[src/rtl/uart_tx_scheduler.sv]
// Four-requester round-robin scheduler feeding a single 8N1 UART transmitter.
// Arbitration happens only on baud ticks while idle or at the end of a stop bit.
module uart_tx_scheduler #(
  parameter int unsigned BAUD_DIV = 103
) (
  input  logic        CLKIN,
  input  logic        RESET,
  input  logic [3:0]  REQ,
  input  logic [31:0] DATA,
  output logic [3:0]  ACK,
  output logic        TX,
  output logic        BUSY,
  output logic [1:0]  GRANT
);

  localparam int unsigned CNT_W = 8;
  localparam int unsigned NREQ  = 4;

  typedef enum logic [1:0] {
    ST_IDLE,
    ST_START,
    ST_DATA,
    ST_STOP
  } state_t;

  state_t            state_q, state_d;
  logic [CNT_W-1:0]  baud_q;
  logic              tick_c;
  logic [2:0]        bit_q, bit_d;
  logic [7:0]        shreg_q, shreg_d;
  logic [1:0]        ptr_q, ptr_d;
  logic [1:0]        grant_d;
  logic              tx_d, busy_d;
  logic [3:0]        ack_d;
  logic              slot_c;
  logic              found_c;
  logic [1:0]        win_c;
  logic [1:0]        arb_idx_c;

  assign tick_c = (baud_q == CNT_W'(BAUD_DIV - 1));

  // Free-running bit-period counter
  always_ff @(posedge CLKIN) begin
    if (RESET) begin
      baud_q <= '0;
    end else if (tick_c) begin
      baud_q <= '0;
    end else begin
      baud_q <= baud_q + CNT_W'(1);
    end
  end

  // Round-robin search: scanning offsets high to low leaves the nearest one to ptr as winner
  always_comb begin
    found_c   = 1'b0;
    win_c     = ptr_q;
    arb_idx_c = ptr_q;
    for (int i = NREQ - 1; i >= 0; i--) begin
      arb_idx_c = ptr_q + 2'(i);
      if (REQ[arb_idx_c]) begin
        found_c = 1'b1;
        win_c   = arb_idx_c;
      end
    end
  end

  always_comb begin
    state_d = state_q;
    bit_d   = bit_q;
    shreg_d = shreg_q;
    ptr_d   = ptr_q;
    grant_d = GRANT;
    tx_d    = TX;
    busy_d  = BUSY;
    ack_d   = '0;
    slot_c  = 1'b0;

    if (tick_c) begin
      unique case (state_q)
        ST_IDLE: slot_c = 1'b1;
        ST_START: begin
          state_d = ST_DATA;
          tx_d    = shreg_q[0];
          shreg_d = shreg_q >> 1;
          bit_d   = 3'd0;
        end
        ST_DATA: begin
          if (bit_q == 3'd7) begin
            state_d = ST_STOP;
            tx_d    = 1'b1;
          end else begin
            tx_d    = shreg_q[0];
            shreg_d = shreg_q >> 1;
            bit_d   = bit_q + 3'd1;
          end
        end
        ST_STOP: slot_c = 1'b1;
        default: state_d = ST_IDLE;
      endcase
    end

    // Grant straight from STOP into START keeps frames back-to-back
    if (slot_c) begin
      if (found_c) begin
        shreg_d = DATA[{win_c, 3'b000} +: 8];
        grant_d = win_c;
        ptr_d   = win_c + 2'd1;
        state_d = ST_START;
        tx_d    = 1'b0;
        busy_d  = 1'b1;
        ack_d   = 4'b0001 << win_c;
      end else begin
        state_d = ST_IDLE;
        tx_d    = 1'b1;
        busy_d  = 1'b0;
      end
    end
  end

  always_ff @(posedge CLKIN) begin
    if (RESET) begin
      state_q <= ST_IDLE;
      bit_q   <= '0;
      shreg_q <= '0;
      ptr_q   <= '0;
      GRANT   <= '0;
      TX      <= 1'b1;
      BUSY    <= 1'b0;
      ACK     <= '0;
    end else begin
      state_q <= state_d;
      bit_q   <= bit_d;
      shreg_q <= shreg_d;
      ptr_q   <= ptr_d;
      GRANT   <= grant_d;
      TX      <= tx_d;
      BUSY    <= busy_d;
      ACK     <= ack_d;
    end
  end

endmodule

[config.mk]
export PLATFORM = sky130hd
export DESIGN_NAME = uart_tx_scheduler
export DESIGN_NICKNAME = d
export VERILOG_FILES = /design/src/rtl/uart_tx_scheduler.sv
export SDC_FILE = /design/constraint.sdc
export NUM_CORES = 1
export LEC_CHECK = 0
export BUFFER_PORTS_ARGS = -buffer_cell sky130_fd_sc_hd__buf_2
export CELL_PAD_IN_SITES_DETAIL_PLACEMENT = 0
export CELL_PAD_IN_SITES_GLOBAL_PLACEMENT = 1
export CORE_ASPECT_RATIO = 1.4
export CORE_MARGIN = 4
export CORE_UTILIZATION = 39
export DETAILED_ROUTE_END_ITERATION = 8
export HOLD_SLACK_MARGIN = 0.06
export PLACE_DENSITY = 0.85
export REMOVE_ABC_BUFFERS = 1
export SLEW_MARGIN = 10
export SYNTH_ARGS = -nofsm -noshare
export SYNTH_HDL_FRONTEND = slang
export SYNTH_SLANG_ARGS = --single-unit
[constraint.sdc]
create_clock -name CLKIN -period 2.5 [get_ports CLKIN]
set_input_delay 0.375 -clock CLKIN [delete_from_list [all_inputs] [get_ports CLKIN]]
set_output_delay 0.375 -clock CLKIN [all_outputs]
set_load 0.02 [all_outputs]
---- Word-level counts from Yosys, hierarchy flattened ----
Cells that the tools add are included.
word-level totals
  register bits after elaboration ......... 31
  input port bits ......................... 38
  output and inout bits ................... 8
operators by class
  add/sub/neg operators ................... 6
  $lt $le $gt $ge ......................... 4
  equal/unequal tests ..................... 7
  shift operators ......................... 2
  multiplexer cells ....................... 36
  bitwise logic cells ..................... 2
  reductions and logical operators ........ 11
operator list
  kind                                                                  count
  8-bit two-way mux                                                     4
  32-bit by 6-bit variable part select with 8-bit output                1
  1-bit two-way mux                                                     16
  8-bit one-hot mux with 2 select lines                                 1
  2-bit two-way mux                                                     7
  2-bit by 3-bit < comparator with 1-bit output, second input constant  4
  8-bit by 1-bit adder with 8-bit output, second input constant         1
  1-bit binary-select mux with 2-bit select                             4
  8-bit by 7-bit == test with 1-bit output, second input constant       1
  3-bit one-hot mux with 2 select lines                                 1
  3-bit AND reduction                                                   2
  2-bit by 1-bit adder with 2-bit output, second input constant         2
  2-bit adder, second input constant                                    2
  2-bit == test, second input constant                                  2
  2-bit one-hot mux with 2 select lines                                 1
  2-bit AND reduction                                                   2
  2-bit nonzero test                                                    2
  2-bit OR reduction                                                    2
  1-bit by 2-bit << shifter with 4-bit output, first input constant     1
  3-bit by 1-bit adder with 3-bit output, second input constant         1
  3-bit == test, second input constant                                  1
  3-bit two-way mux                                                     1
  3-bit inequality test, second input constant                          1
  3-bit nonzero test                                                    1
  other kinds (6)                                                       7

---- Logic depth before layout (Yosys ltp) ----
  depth in word-level cells ............... 10
  mapped depth ............................ 8

---- Worst setup path after synthesis ----
No wires, ideal clock.
  kind .................................... register to register
  from .................................... reg bit_q[0]
  to ...................................... reg shreg_q[0]
  library setup time ...................... 95 ps
  data arrival time ....................... 1812 ps
  required time ........................... 2405 ps
  path slack .............................. 592 ps
  stages on the path, launching flop included .. 8
  clock period less this slack ............ 1908 ps
  path through ............................ dfxtp_1 ha_1 ha_1 nand2b_1 a2111oi_4 a22oi_1 a21o_1 a221oi_1
between the ends
  cells in the longest elaborated chain, start to end .. 6
RTL lines
  element                                  RTL line  text
  start: declaration                       29        logic [2:0] bit_q, bit_d;
  start signal: assignment                 132       bit_q <= bit_d;
  3-bit == test *                          88        if (bit_q == 3'd7) begin
  8-bit two-way mux *                      88
  8-bit one-hot mux with 2 select lines *  79        unique case (state_q)
  8-bit two-way mux *                      78        if (tick_c) begin
  8-bit two-way mux                        104       if (found_c) begin
  8-bit two-way mux *                      103       if (slot_c) begin
  end signal: assignment                   133       shreg_q <= shreg_d;
  end: declaration                         30        logic [7:0] shreg_q, shreg_d;
Every way passes the cells marked *; elsewhere a longest branch is shown, timed or not.
A chain may end at the register's enable or synchronous reset.

---- Worst setup path after layout ----
  from .................................... reg ptr_q[1]
  to ...................................... reg shreg_q[3]
between the ends
  cells in the longest elaborated chain, start to end .. 10
RTL lines
  element                                                 RTL line  text
  start: declaration                                      31        logic [1:0] ptr_q, ptr_d;
  start signal: assignment                                134       ptr_q <= ptr_d;
  2-bit adder                                             59        arb_idx_c = ptr_q + 2'(i);
  1-bit binary-select mux with 2-bit select               60        if (REQ[arb_idx_c]) begin
  1-bit two-way mux (implied by the code)                 60
  2-bit two-way mux (4 in series)                         60
  32-bit by 6-bit variable part select with 8-bit output  105       shreg_d = DATA[{win_c, 3'b000} +: 8];
  8-bit two-way mux *                                     104
  8-bit two-way mux *                                     103
Every way passes the cells marked *; elsewhere a longest branch is shown, timed or not. The select of a mux whose other input is x is not followed.

==> out/metrics.yaml <==
grt_setup_unrepaired: "no"
fp.dieW_um: 65.8
pre_cts_ws_ns: 0.246
ff_latch_area_um2: 621
cellPowerDensity_nw_per_um2: 509
cts-root-buf: "clkbuf_8"
io_buffer_count: 45
finalSetupViolCount: 0
total_power_uw: 1120
die-area_um2: 5850
synthCells: 207
finalCritPeriodShare_pct: 84.7
whs_endpoint: "shreg_q[0]$_SDFF_PP0_"
rows: 29
min_from: "DATA[8]"
post_cts_resized: 0
hp-class: "input port to register"
outcome: "completed"
crit_type: "register to register"
multi_input_area_um2: 1120
drt-initial-drc-count: 64
clkTransAtPathRegs_ns: 0.07
postCtsHoldBufs: 0
power_leakage_uw: 0.000921
ir_drop_v: 0.000209
tns_ns: 0
wire_per_inst_um: 13.3
slew_violations: 0
die_h_um: 88.9
hold_viol: 0
clockBufferDepth: 2
cts-buffers-inserted: 5
ant_nets: 0
ys_seq_area_share_pct: 34.0
critPathRequiredTime_ns: 2.69
via_count: 1643
worst_ep_arrival_time_ns: 2.31
worst-path-max-fanout: 19
remaining_drc_errors: 0
synthArstFlopShare_pct: 0
drive_gt1_share_pct: 26.5
start_kind: "register"
max_slew_margin_pct: 17.3
period_needed_ns: 2.12
synth_cell_types: 49
fillCellCount: 464
r2r_slack_ns: 0.38
ios: 46
grt_pass1_wl_mm: 7.04
dpl-instance-area_um2: 2080
overflow: 0
insertion_delay_ns: 0.28
worstHoldPathCells: 3
synth-seq-cells: 31
tightest_slew_ns: 1.24
synthFlopType: "dfxtp_1"
setup_slack_ns: 0.383
fmax_mhz: 472
hpwl_mm: 3.05
rr_endpoint: "shreg_q[3]$_SDFF_PP0_"
ctsHtreeMaxLevel: 2
core_um2: 4540
syn_area_um2: 1820
synth-edff-count: 0
syn2layout_area_growth_pct: 20.7
ff2ff_path_depth: 5
via_per_inst: 5.28
cp-end-kind: "register"
numClockSinks: 31
nets: 293
avgSynthCellArea_um2: 8.81
synth.yosys.warnings: 0
grt_max_degree: 20
grt_pass1_vias: 1558
design_area_um2: 2200
cts_tree: "built"
r2r_start: "ptr_q[1]$_SDFFE_PP0P_"
cts_setup_buffers: 0
wl_mm: 4.13
antenna_found_initial: 0
n_antenna_cell: 0
track_usage_pct: 15.4
cap_violations: 0
gp_congestion: 0.765
first_pass_iters: 4
start_util_pct: 40.2
clock_skew_ns: 0.00310
[worst max path at each step]
stage / start / end / slack [ns] / cells after the start
after floorplan: REQ[2] / shreg_q[7]$_SDFF_PP0_ / 0.08 / 5
after global placement: REQ[0] / shreg_q[7]$_SDFF_PP0_ / 0.28 / 6
after detailed placement: REQ[0] / shreg_q[7]$_SDFF_PP0_ / 0.25 / 6
after CTS: bit_q[0]$_SDFFE_PP0P_ / shreg_q[3]$_SDFF_PP0_ / 0.38 / 7
after global routing: state_q[0]$_SDFFE_PP0P_ / shreg_q[5]$_SDFF_PP0_ / 0.18 / 7
final: ptr_q[1]$_SDFFE_PP0P_ / shreg_q[3]$_SDFF_PP0_ / 0.38 / 5
[critical path: stages (launching register included)]
cell and delay [ns]:
dfxtp_1 0.37, inv_1 0.10, a2bb2oi_1 0.09, o221ai_2 0.96, mux2i_1 0.18, a221oi_1 0.32
[flip-flops by register name, summed over array words and instances (netlist names)]
name     count
baud_q       8
shreg_q      8
ACK          4
bit_q        3
GRANT        2
ptr_q        2
state_q      2
BUSY         1
TX           1
[cell usage in the layout, fill, tap and decap left out, drive strengths merged, types with 2 or more instances in the layout]
cell / count
nand2b: 3
a21oi: 12
a211oi: 4
and2: 2
ha: 7
nand3: 7
dfxtp: 31
mux2i: 15
a22oi: 8
nor2b: 4
o21ai: 13
o21a: 2
nand2: 15
a221oi: 7
and3: 2
a21o: 6
nor3: 11
nor3b: 2
clkbuf: 6
inv: 6
xnor2: 2
nor2: 14
buf: 47
or4: 2
xor2: 4
[per-layer routing]
metal	share of wire (%)	vias to the layer above	global-route usage [%]	wire length, um
met5	0	-	0	0
met4	1.9	0	6.23	77
met3	5.1	6	3.65	210
met2	50	35	27.2	2070
met1	43	760	17.9	1770
li1	-	842	-	-
[logic make-up after synthesis]
kind of cell	after synthesis	share of synthesized area, %
AOI/OAI and AO/OA	59	23.4
xor gates and xnor gates	6	2.88
adders and majority gates	7	4.80
buffers and inverters	19	4.80
DFF	31	34.0
muxes	15	8.24
and+or+nand+nor	70	21.8
[cells in the mapped netlist (4+ instances only)]
cell	number	area share, %
dfxtp_1	31	34
a211oi_1	4	1.6
mux2i_1	15	8.2
inv_1	6	1.2
a21oi_1	12	3.3
nand2_1	14	2.9
clkbuf_1	8	1.6
xor2_1	4	1.9
a221oi_1	6	2.9
nor2b_1	4	1.4
ha_1	7	4.8
nand3_1	6	1.6
a21o_1	6	2.5
nor2_1	11	2.3
o21ai_0	10	2.7
a22oi_1	8	3.3
nor3_1	11	3.0
[power by group]
part           total, uW  internal [uW]  switching [uW]
combinational        100           50.6            49.5
clock                515            322             193
sequential           504            498            5.66
total               1120            871             248
[cell type report]
class | count | share of cell area, %
Clock buffer | 6 | 3.75
Tap cell | 62 | 3.53
Sequential cell | 31 | 28.2
Inverter | 6 | 1.02
Clock inverter | 2 | 1.59
Timing Repair Buffer | 47 | 10.9
Multi-Input combinational cell | 157 | 51.0
[stage by stage]
step | cells | utilization [%] | hold WS, ns
5_1_grt | 311 | 48.5 | 0.428
2_1_floorplan | 194 | - | 0.442
3_3_place_gp | 303 | 45.9 | 0.441
3_5_place_dp | 303 | 45.9 | 0.449
6_report | 311 | 48.5 | 0.428
4_1_cts | 311 | 48.5 | 0.425
Note: power is estimated with default switching activity, not from simulation.
